$ cat src/rtl/uc_pkg.sv
// rtl/uc_pkg.sv - shared opcode, immediate-select and forward-select codes for uc_pipe
package uc_pkg;

  localparam int OPCODE_W_DEF = 7;
  localparam int REG_AW_DEF   = 5;
  localparam int IMMSEL_W_DEF = 3;

  localparam logic [6:0] OP_R      = 7'b0110011;
  localparam logic [6:0] OP_IMM    = 7'b0010011;
  localparam logic [6:0] OP_LOAD   = 7'b0000011;
  localparam logic [6:0] OP_STORE  = 7'b0100011;
  localparam logic [6:0] OP_BRANCH = 7'b1100011;
  localparam logic [6:0] OP_LUI    = 7'b0110111;
  localparam logic [6:0] OP_JAL    = 7'b1101111;
  localparam logic [6:0] OP_JALR   = 7'b1100111;

  typedef enum logic [2:0] {
    IMM_I = 3'd0,
    IMM_S = 3'd1,
    IMM_B = 3'd2,
    IMM_U = 3'd3,
    IMM_J = 3'd4
  } immsel_e;

  typedef enum logic [1:0] {
    FWD_RF  = 2'b00,
    FWD_WB  = 2'b01,
    FWD_MEM = 2'b10
  } fwd_e;

endpackage

$ cat src/rtl/uc_decode.sv
// rtl/uc_decode.sv - combinational ID opcode decode into controls and source-register usage
module uc_decode
  import uc_pkg::*;
#(
  parameter int OPCODE_W = OPCODE_W_DEF,
  parameter int IMMSEL_W = IMMSEL_W_DEF
) (
  input  logic [OPCODE_W-1:0] opcode,
  output logic [IMMSEL_W-1:0] immsel,
  output logic                known,
  output logic                uses_rs1,
  output logic                uses_rs2,
  output logic                branch,
  output logic                jump,
  output logic                jumplink,
  output logic                alusrc,
  output logic                luitoreg,
  output logic                memw,
  output logic                memtoreg,
  output logic                regw
);

  always_comb begin
    immsel   = IMMSEL_W'(IMM_I);
    known    = 1'b0;
    uses_rs1 = 1'b0;
    uses_rs2 = 1'b0;
    branch   = 1'b0;
    jump     = 1'b0;
    jumplink = 1'b0;
    alusrc   = 1'b0;
    luitoreg = 1'b0;
    memw     = 1'b0;
    memtoreg = 1'b0;
    regw     = 1'b0;
    case (opcode)
      OP_R: begin
        known = 1'b1; uses_rs1 = 1'b1; uses_rs2 = 1'b1; regw = 1'b1;
      end
      OP_IMM: begin
        known = 1'b1; uses_rs1 = 1'b1; alusrc = 1'b1; regw = 1'b1;
      end
      OP_LOAD: begin
        known = 1'b1; uses_rs1 = 1'b1; alusrc = 1'b1; memtoreg = 1'b1; regw = 1'b1;
      end
      OP_STORE: begin
        immsel = IMMSEL_W'(IMM_S);
        known = 1'b1; uses_rs1 = 1'b1; uses_rs2 = 1'b1; alusrc = 1'b1; memw = 1'b1;
      end
      OP_BRANCH: begin
        immsel = IMMSEL_W'(IMM_B);
        known = 1'b1; uses_rs1 = 1'b1; uses_rs2 = 1'b1; branch = 1'b1;
      end
      OP_LUI: begin
        immsel = IMMSEL_W'(IMM_U);
        known = 1'b1; luitoreg = 1'b1; regw = 1'b1;
      end
      OP_JAL: begin
        immsel = IMMSEL_W'(IMM_J);
        known = 1'b1; jump = 1'b1; jumplink = 1'b1; regw = 1'b1;
      end
      OP_JALR: begin
        known = 1'b1; uses_rs1 = 1'b1; jump = 1'b1; jumplink = 1'b1; alusrc = 1'b1; regw = 1'b1;
      end
      default: ;
    endcase
  end

endmodule

$ cat src/rtl/uc_pipe.sv
// rtl/uc_pipe.sv - pipelined control unit: ID decode, EX/MEM/WB control registers, stall and flush
// FORWARD_EN adds fwd_a/fwd_b selects and restricts stalling to load-use.
module uc_pipe
  import uc_pkg::*;
#(
  parameter int OPCODE_W = OPCODE_W_DEF,
  parameter int REG_AW   = REG_AW_DEF,
  parameter int IMMSEL_W = IMMSEL_W_DEF
) (
  input  logic                clk,
  input  logic                rst,
  input  logic                id_valid,
  input  logic [OPCODE_W-1:0] id_opcode,
  input  logic [REG_AW-1:0]   id_rd,
  input  logic [REG_AW-1:0]   id_rs1,
  input  logic [REG_AW-1:0]   id_rs2,
  input  logic                ex_redirect,
  output logic [IMMSEL_W-1:0] ImmSel,
  output logic                stall,
  output logic                flush_ifid,
  output logic                ex_valid,
  output logic                ex_branch,
  output logic                ex_jump,
  output logic                ex_jumplink,
  output logic                ex_ALUsrc,
  output logic                ex_LUItoReg,
  output logic [REG_AW-1:0]   ex_rd,
  output logic                mem_valid,
  output logic                mem_MemW,
  output logic                mem_memtoreg,
  output logic [REG_AW-1:0]   mem_rd,
  output logic                wb_valid,
  output logic                wb_RegW,
  output logic                wb_memtoreg,
  output logic [REG_AW-1:0]   wb_rd
`ifdef FORWARD_EN
 ,output logic [1:0]          fwd_a,
  output logic [1:0]          fwd_b
`endif
);

  logic dec_known, dec_u1, dec_u2;
  logic dec_branch, dec_jump, dec_jumplink, dec_alusrc, dec_lui, dec_memw, dec_memtoreg, dec_regw;

  uc_decode #(.OPCODE_W(OPCODE_W), .IMMSEL_W(IMMSEL_W)) u_decode (
    .opcode   (id_opcode),
    .immsel   (ImmSel),
    .known    (dec_known),
    .uses_rs1 (dec_u1),
    .uses_rs2 (dec_u2),
    .branch   (dec_branch),
    .jump     (dec_jump),
    .jumplink (dec_jumplink),
    .alusrc   (dec_alusrc),
    .luitoreg (dec_lui),
    .memw     (dec_memw),
    .memtoreg (dec_memtoreg),
    .regw     (dec_regw)
  );

  logic              ex_v, ex_branch_q, ex_jump_q, ex_jumplink_q, ex_alusrc_q, ex_lui_q;
  logic              ex_memw_q, ex_memtoreg_q, ex_regw_q;
  logic [REG_AW-1:0] ex_rd_q;
  logic              mem_v, mem_memw_q, mem_memtoreg_q, mem_regw_q;
  logic [REG_AW-1:0] mem_rd_q;
  logic              wb_v, wb_regw_q, wb_memtoreg_q;
  logic [REG_AW-1:0] wb_rd_q;

  function automatic logic rd_hit(input logic v, input logic regw,
                                  input logic [REG_AW-1:0] rd, input logic [REG_AW-1:0] rs);
    return v && regw && (rd != '0) && (rd == rs);
  endfunction

  logic id_use1, id_use2, load_use, hazard;
  assign id_use1  = id_valid & dec_u1;
  assign id_use2  = id_valid & dec_u2;
  assign load_use = ex_memtoreg_q &
                    ((id_use1 & rd_hit(ex_v, ex_regw_q, ex_rd_q, id_rs1)) |
                     (id_use2 & rd_hit(ex_v, ex_regw_q, ex_rd_q, id_rs2)));

`ifdef FORWARD_EN
  assign hazard = load_use;
`else
  // Without forwarding any in-flight producer blocks the consumer until it leaves WB.
  logic raw1, raw2;
  assign raw1 = rd_hit(ex_v, ex_regw_q, ex_rd_q, id_rs1) |
                rd_hit(mem_v, mem_regw_q, mem_rd_q, id_rs1) |
                rd_hit(wb_v, wb_regw_q, wb_rd_q, id_rs1);
  assign raw2 = rd_hit(ex_v, ex_regw_q, ex_rd_q, id_rs2) |
                rd_hit(mem_v, mem_regw_q, mem_rd_q, id_rs2) |
                rd_hit(wb_v, wb_regw_q, wb_rd_q, id_rs2);
  assign hazard = load_use | (id_use1 & raw1) | (id_use2 & raw2);
`endif

  assign stall      = ~rst & ~ex_redirect & hazard;
  assign flush_ifid = ex_redirect;

`ifdef FORWARD_EN
  logic [REG_AW-1:0] ex_rs1_q, ex_rs2_q;

  function automatic logic [1:0] fwd_sel(input logic [REG_AW-1:0] rs);
    if (rd_hit(mem_v, mem_regw_q, mem_rd_q, rs)) return FWD_MEM;
    if (rd_hit(wb_v, wb_regw_q, wb_rd_q, rs))    return FWD_WB;
    return FWD_RF;
  endfunction

  assign fwd_a = fwd_sel(ex_rs1_q);
  assign fwd_b = fwd_sel(ex_rs2_q);

  always_ff @(posedge clk) begin
    if (rst) begin
      ex_rs1_q <= '0;
      ex_rs2_q <= '0;
    end else begin
      ex_rs1_q <= id_rs1;
      ex_rs2_q <= id_rs2;
    end
  end
`endif

  always_ff @(posedge clk) begin
    if (rst) begin
      ex_v <= 1'b0; ex_branch_q <= 1'b0; ex_jump_q <= 1'b0; ex_jumplink_q <= 1'b0;
      ex_alusrc_q <= 1'b0; ex_lui_q <= 1'b0; ex_memw_q <= 1'b0; ex_memtoreg_q <= 1'b0;
      ex_regw_q <= 1'b0; ex_rd_q <= '0;
      mem_v <= 1'b0; mem_memw_q <= 1'b0; mem_memtoreg_q <= 1'b0; mem_regw_q <= 1'b0;
      mem_rd_q <= '0;
      wb_v <= 1'b0; wb_regw_q <= 1'b0; wb_memtoreg_q <= 1'b0; wb_rd_q <= '0;
    end else begin
      // Unknown opcodes, flushes and stalls all enter EX as bubbles.
      ex_v          <= id_valid & dec_known & ~ex_redirect & ~stall;
      ex_branch_q   <= dec_branch;
      ex_jump_q     <= dec_jump;
      ex_jumplink_q <= dec_jumplink;
      ex_alusrc_q   <= dec_alusrc;
      ex_lui_q      <= dec_lui;
      ex_memw_q     <= dec_memw;
      ex_memtoreg_q <= dec_memtoreg;
      ex_regw_q     <= dec_regw;
      ex_rd_q       <= id_rd;
      mem_v          <= ex_v;
      mem_memw_q     <= ex_memw_q;
      mem_memtoreg_q <= ex_memtoreg_q;
      mem_regw_q     <= ex_regw_q;
      mem_rd_q       <= ex_rd_q;
      wb_v          <= mem_v;
      wb_regw_q     <= mem_regw_q;
      wb_memtoreg_q <= mem_memtoreg_q;
      wb_rd_q       <= mem_rd_q;
    end
  end

  assign ex_valid     = ex_v;
  assign ex_branch    = ex_v & ex_branch_q;
  assign ex_jump      = ex_v & ex_jump_q;
  assign ex_jumplink  = ex_v & ex_jumplink_q;
  assign ex_ALUsrc    = ex_v & ex_alusrc_q;
  assign ex_LUItoReg  = ex_v & ex_lui_q;
  assign ex_rd        = ex_rd_q;
  assign mem_valid    = mem_v;
  assign mem_MemW     = mem_v & mem_memw_q;
  assign mem_memtoreg = mem_v & mem_memtoreg_q;
  assign mem_rd       = mem_rd_q;
  assign wb_valid     = wb_v;
  assign wb_RegW      = wb_v & wb_regw_q;
  assign wb_memtoreg  = wb_v & wb_memtoreg_q;
  assign wb_rd        = wb_rd_q;

endmodule

$ cat config.mk
export PLATFORM = sky130hd
export DESIGN_NAME = uc_pipe
export DESIGN_NICKNAME = d
export VERILOG_FILES = /design/src/rtl/uc_pkg.sv /design/src/rtl/uc_decode.sv /design/src/rtl/uc_pipe.sv
export SDC_FILE = /design/constraint.sdc
export NUM_CORES = 1
export LEC_CHECK = 0
export ABC_AREA = 1
export BUFFER_PORTS_ARGS = -buffer_cell sky130_fd_sc_hd__buf_2
export CAP_MARGIN = 20
export CORE_ASPECT_RATIO = 0.5
export CORE_MARGIN = 5
export CORE_UTILIZATION = 50
export CTS_BUF_LIST = sky130_fd_sc_hd__clkbuf_8
export CTS_CLUSTER_SIZE = 10
export DETAILED_ROUTE_END_ITERATION = 10
export GPL_TIMING_DRIVEN = 1
export PLACE_DENSITY_LB_ADDON = 0.2
export SETUP_SLACK_MARGIN = 0.02
export SLEW_MARGIN = 20
export SYNTH_ARGS = -nofsm -noshare
export SYNTH_HDL_FRONTEND = slang
export SYNTH_HIERARCHICAL = 1
export SYNTH_SLANG_ARGS = --single-unit
$ cat constraint.sdc
create_clock -name clk -period 7.6 [get_ports clk]
set_input_delay 2.28 -clock clk [delete_from_list [all_inputs] [get_ports clk]]
set_output_delay 2.28 -clock clk [all_outputs]
set_load 0.05 [all_outputs]
======== After elaboration in Yosys (flattened, before gate mapping) ========
Index checks and enable logic that the tools add are counted.
Widths: inputs -> output; s select.
cells by class
  equality and inequality tests ........... 14
  muxes and demuxes ....................... 11
  bitwise operators ....................... 30
  reduce and logical (&&, ||, !) cells .... 21
operators by type and width
  operator            count
  $eq 5x5->1          6
  $eq 7x6->1 const B  3
  $eq 7x7->1 const B  3
  $and 1x1->1         20
  $reduce_bool 5->1   3
  $logic_and 1x1->1   12
  $pmux 3 s4          1
  $reduce_or 6->1     2
  $mux 1              10
  $reduce_or 8->1     1
  $eq 7x2->1 const B  1
  $eq 7x5->1 const B  1
  $or 1x1->1          7
  $reduce_or 4->1     1
  $not 1->1           3
  $reduce_or 3->1     1
  $reduce_or 2->1     1
word-level totals
  bits in registers ....................... 30
  bits of input ports ..................... 26
  output and inout bits ................... 32
  word-level logic and storage cells ...... 94

======== Depth between registers and ports, before layout ========
  depth after elaboration ................. 12
  depth in mapped cells ................... 16
  mapped depth without buffers ............ 16

======== Hierarchy ========
The synthesis kept the hierarchy.
by module, submodules not included
  module     times used  cells each  area each (sq um)  seq. area each (sq um)
  uc_pipe    1           237         1495.2             620.6
  uc_decode  1           48          221.5              0.0

======== Worst setup path before layout ========
Ideal clock, no wire load.
  kind .................................... input -> output
  from .................................... input id_opcode[0]
  to ...................................... output ImmSel[0]
  arrival time ............................ 3649 ps
  required time ........................... 5320 ps
  slack ................................... 1671 ps
  cell stages on the path ................. 4
  path buffers ............................ 0
  cells stage by stage .................... nand2_1 > inv_1 > nand2_1 > o21ai_0
on the way
  word-level cells in the longest chain between the ends .. 2
  elaborated cells between the ends (all ways) .. 5
  those cells by class .................... eq/ne: 4; mux: 1
RTL lines
  item                                      line             RTL
  start: declaration                        uc_pipe.sv:13    input logic [OPCODE_W-1:0] id_opcode,
  $eq 7x7->1 or $eq 7x6->1 (tied branches)  uc_decode.sv:36  case (opcode)
  $pmux 3 s4 (*)                            uc_decode.sv:36
  end: declaration                          uc_pipe.sv:18    output logic [IMMSEL_W-1:0] ImmSel,
Mark *: on every way between the ends. The rest lies on a longest branch, timed or not.

======== Final worst setup path ========
  from .................................... input id_opcode[6]
  to ...................................... output stall
on the way
  word-level cells in the longest chain between the ends .. 10
  elaborated cells between the ends (all ways) .. 21
  those cells by class .................... eq/ne: 6; mux: 2; bitwise: 11; reduce/logical: 2
RTL lines
  item                                      line             RTL
  $eq 7x7->1 or $eq 7x6->1 (tied branches)  uc_decode.sv:36
  $reduce_or 3->1 (no source line) (*)      -
  $mux 1 (*)                                uc_decode.sv:36
  via dec_u2                                uc_pipe.sv:42    logic dec_known, dec_u1, dec_u2;
  $and 1x1->1 (*)                           uc_pipe.sv:76    assign id_use2 = id_valid & dec_u2;
  $and 1x1->1                               uc_pipe.sv:79    (id_use2 & rd_hit(ex_v, ex_regw_q, ex_rd_q, id_rs2)));
  $or 1x1->1                                uc_pipe.sv:78    ((id_use1 & rd_hit(ex_v, ex_regw_q, ex_rd_q, id_rs1)) |
  $and 1x1->1                               uc_pipe.sv:77    assign load_use = ex_memtoreg_q &
  $or 1x1->1                                uc_pipe.sv:92    assign hazard = load_use | (id_use1 & raw1) | (id_use2 & raw2);
  $or 1x1->1 (*)                            uc_pipe.sv:92
  $and 1x1->1 (*)                           uc_pipe.sv:95    assign stall = ~rst & ~ex_redirect & hazard;
  end: declaration                          uc_pipe.sv:19    output logic stall,
The timed path passes the listed nets; every way through them passes the cells marked *.

==> results.ini <==
[status]
status = finished, final reports clean

[timing]
tns_ns = 0
max_clock_freq_ghz = 0.1619
period_share = 0.8129
slew_viol_final = 0
min_period_ns = 6.178
setup_viol = 0
rsz0062_at_grt = false
relSlewSlack = 0.6353
fin_ws_ns = 1.422
finClkSkew_ns = 0.005916
finalHoldViolCount = 0
hold_ws_ns = 0.4031
tightest_slew_ns = 0.5470

[final_layout]
antenna_cells = 0
area_growth_pct = 23.25
drive_above_1_share = 0.2180
design_area_um2 = 2116
nNetsFinal = 370

[cts]
cts_made_buffers = 5
clk_latency_ns = 0.28
cts_tree = done
root_buffer = clkbuf_8
h-tree-depth = 2
cts_resized = 0
cts_hold_buf = 0
clock_path_buffers = 2
clkTransAtPathRegs_ns = 0.06
cts.sinks = 31
postCtsSetupRepairBufs = 0

[placed_design]
dpl_cell_area_um2 = 2028
hpwl_um = 3267
place_congestion = 0.8233
io_buffers = 57
pre_cts_ws_ns = 1.508

[synthesis]
syn_area_per_cell_um2 = 6.023
syn_area_um2 = 1717
yosysTopAreaCellShare = 0.3615
yosysWarnings = 6
syn-num-nets = 311
seq_area_frac_synth = 0.3615
synth_area_leaders = dfxtp_1 (36%), inv_1 (15%), nand2_1 (14%), nor2_1 (13%), xor2_1 (6.1%)
yosys.area.top_type = dfxtp_1
ys_types = 19
yosys_register_bits = 31
synth_cells = 285

[floorplan]
core_um2 = 3378
dieArea_um2 = 4776
rows = 15
die_y_um = 51.43
die_w_um = 92.87
ios = 58
initial_core_util = 0.5081

[critical_path]
crit_fanout = 5
startpoint_type = input port
crit_arrival_ns = 3.90
criticalPathCategory = in2out
crit_required_ns = 5.32
end_kind = primary output

[grt]
grt_use_met2 = 0.3218
grt_use_total = 0.1827
grt_max_degree = 32
grt-busiest-layer = met2
antenna_found_initial = 0
grt_overflow = 0
grt_pass1_vias = 1654
grt_pass1_wl_um = 6782
met1_usage = 0.2050
met3_usage = 0.06029

[drt]
drt-total-wl_um = 4142
post_drt_wl_per_cell_um = 10.73
first_pass_iters = 4
ant_nets = 0
first_iter_violations = 147
via_per_inst = 4.642
route.detailed.drc = 0
vias = 1792

[power_and_ir_drop]
power.share.clock = 0.364
seqPwrFrac = 0.480
internal_power_uw = 254.5
p_sw_frac = 0.2825
p_leak_nw = 1.320
peakVddDrop_v = 0.00007379
combPwrFrac = 0.156
power.density_nw_per_um2 = 167.6
switchingPower_uw = 100.2

[worst_hold_path]
holdCritPathClass = reg2reg

[run]
maxCapViolCount = 0

## power groups by stage
stage | Combinational (mW) | Clock, mW | Sequential (mW)
after global placement | 0.0543 | 0 | 0.174
after global routing | 0.0611 | 0.140 | 0.171
after CTS | 0.0554 | 0.132 | 0.170
after floorplan | 0.0258 | 0 | 0.185
after detailed placement | 0.0552 | 0 | 0.174
final | 0.0552 | 0.129 | 0.170
## kinds of logic after synthesis
| family | synth area share |
|---|---|
| buffers and inverters | 0.1727 |
| xor gates and xnor gates | 0.06122 |
| and+or+nand+nor | 0.3703 |
| DFF | 0.3615 |
| AOI/OAI and AO/OA | 0.03425 |
## worst paths after layout
check                 from        endpoint  slack, ns  depth (start not counted)
max reg2reg       wb_rd[2]        ex_valid       6.38                          9
min reg2reg  ex_memtoreg_q  mem_memtoreg_q       0.40                          2
min          ex_memtoreg_q  mem_memtoreg_q       0.40                          2
max           id_opcode[6]           stall       1.42                         15
## synth_stat cells, drive strengths merged
| master | instances |
|---|---|
| buf | 2 |
| nand3 | 20 |
| dfxtp | 31 |
| a21oi | 2 |
| xor2 | 12 |
| nand2 | 68 |
| clkbuf | 3 |
| nand4 | 2 |
| inv | 72 |
| nor2 | 62 |
| nor3 | 2 |
| o21ai | 9 |
## per-stage QoR
| step | total power [mW] | cells | utilization |
|---|---|---|---|
| after floorplan | 0.2106 | 285 | - |
| after global placement | 0.2282 | 379 | 0.6004 |
| after CTS | 0.3573 | 386 | 0.6263 |
| after global routing | 0.3719 | 386 | 0.6263 |
| after detailed placement | 0.2292 | 379 | 0.6004 |
| final | 0.3547 | 386 | 0.6263 |
## cell usage in the layout, fill, tap and decap left out, drive strengths merged
master	n
a21oi	2
buf	57
clkbuf	6
clkinv	1
dfxtp	31
inv	72
nand2	68
nand3	20
nand4	2
nor2	62
nor3	2
o21ai	9
xor2	12
## worst max-delay path, cell delays in order
cell and delay (ns):
buf_2 0.11, inv_2 0.08, nand3_1 0.15, a21oi_1 0.22, nand2_1 0.09, inv_1 0.10, o21ai_0 0.09, nor2_1 0.11
nand3_1 0.09, nand2_1 0.08, nand2_1 0.07, nand3_2 0.08, nand2_1 0.05, inv_1 0.04, buf_2 0.25
## area by class of cell
cell class              instances  area [µm²]
fillers                       331        1262
multi-input cells             177       799.5
flip-flops and latches         31       620.6
repair buffers                 57       285.3
inverters                      72       270.3
clock buffers                   6       82.58
well taps                      42       52.55
clock inverters                 1       5.005
## routing by layer
| layer | vias up | wire length [µm] |
|---|---|---|
| met5 | - | 0 |
| met2 | 52 | 1995 |
| met4 | 0 | 72 |
| li1 | 940 | - |
| met1 | 792 | 1876 |
| met3 | 8 | 198 |
Power figures use the tool's default switching activity.
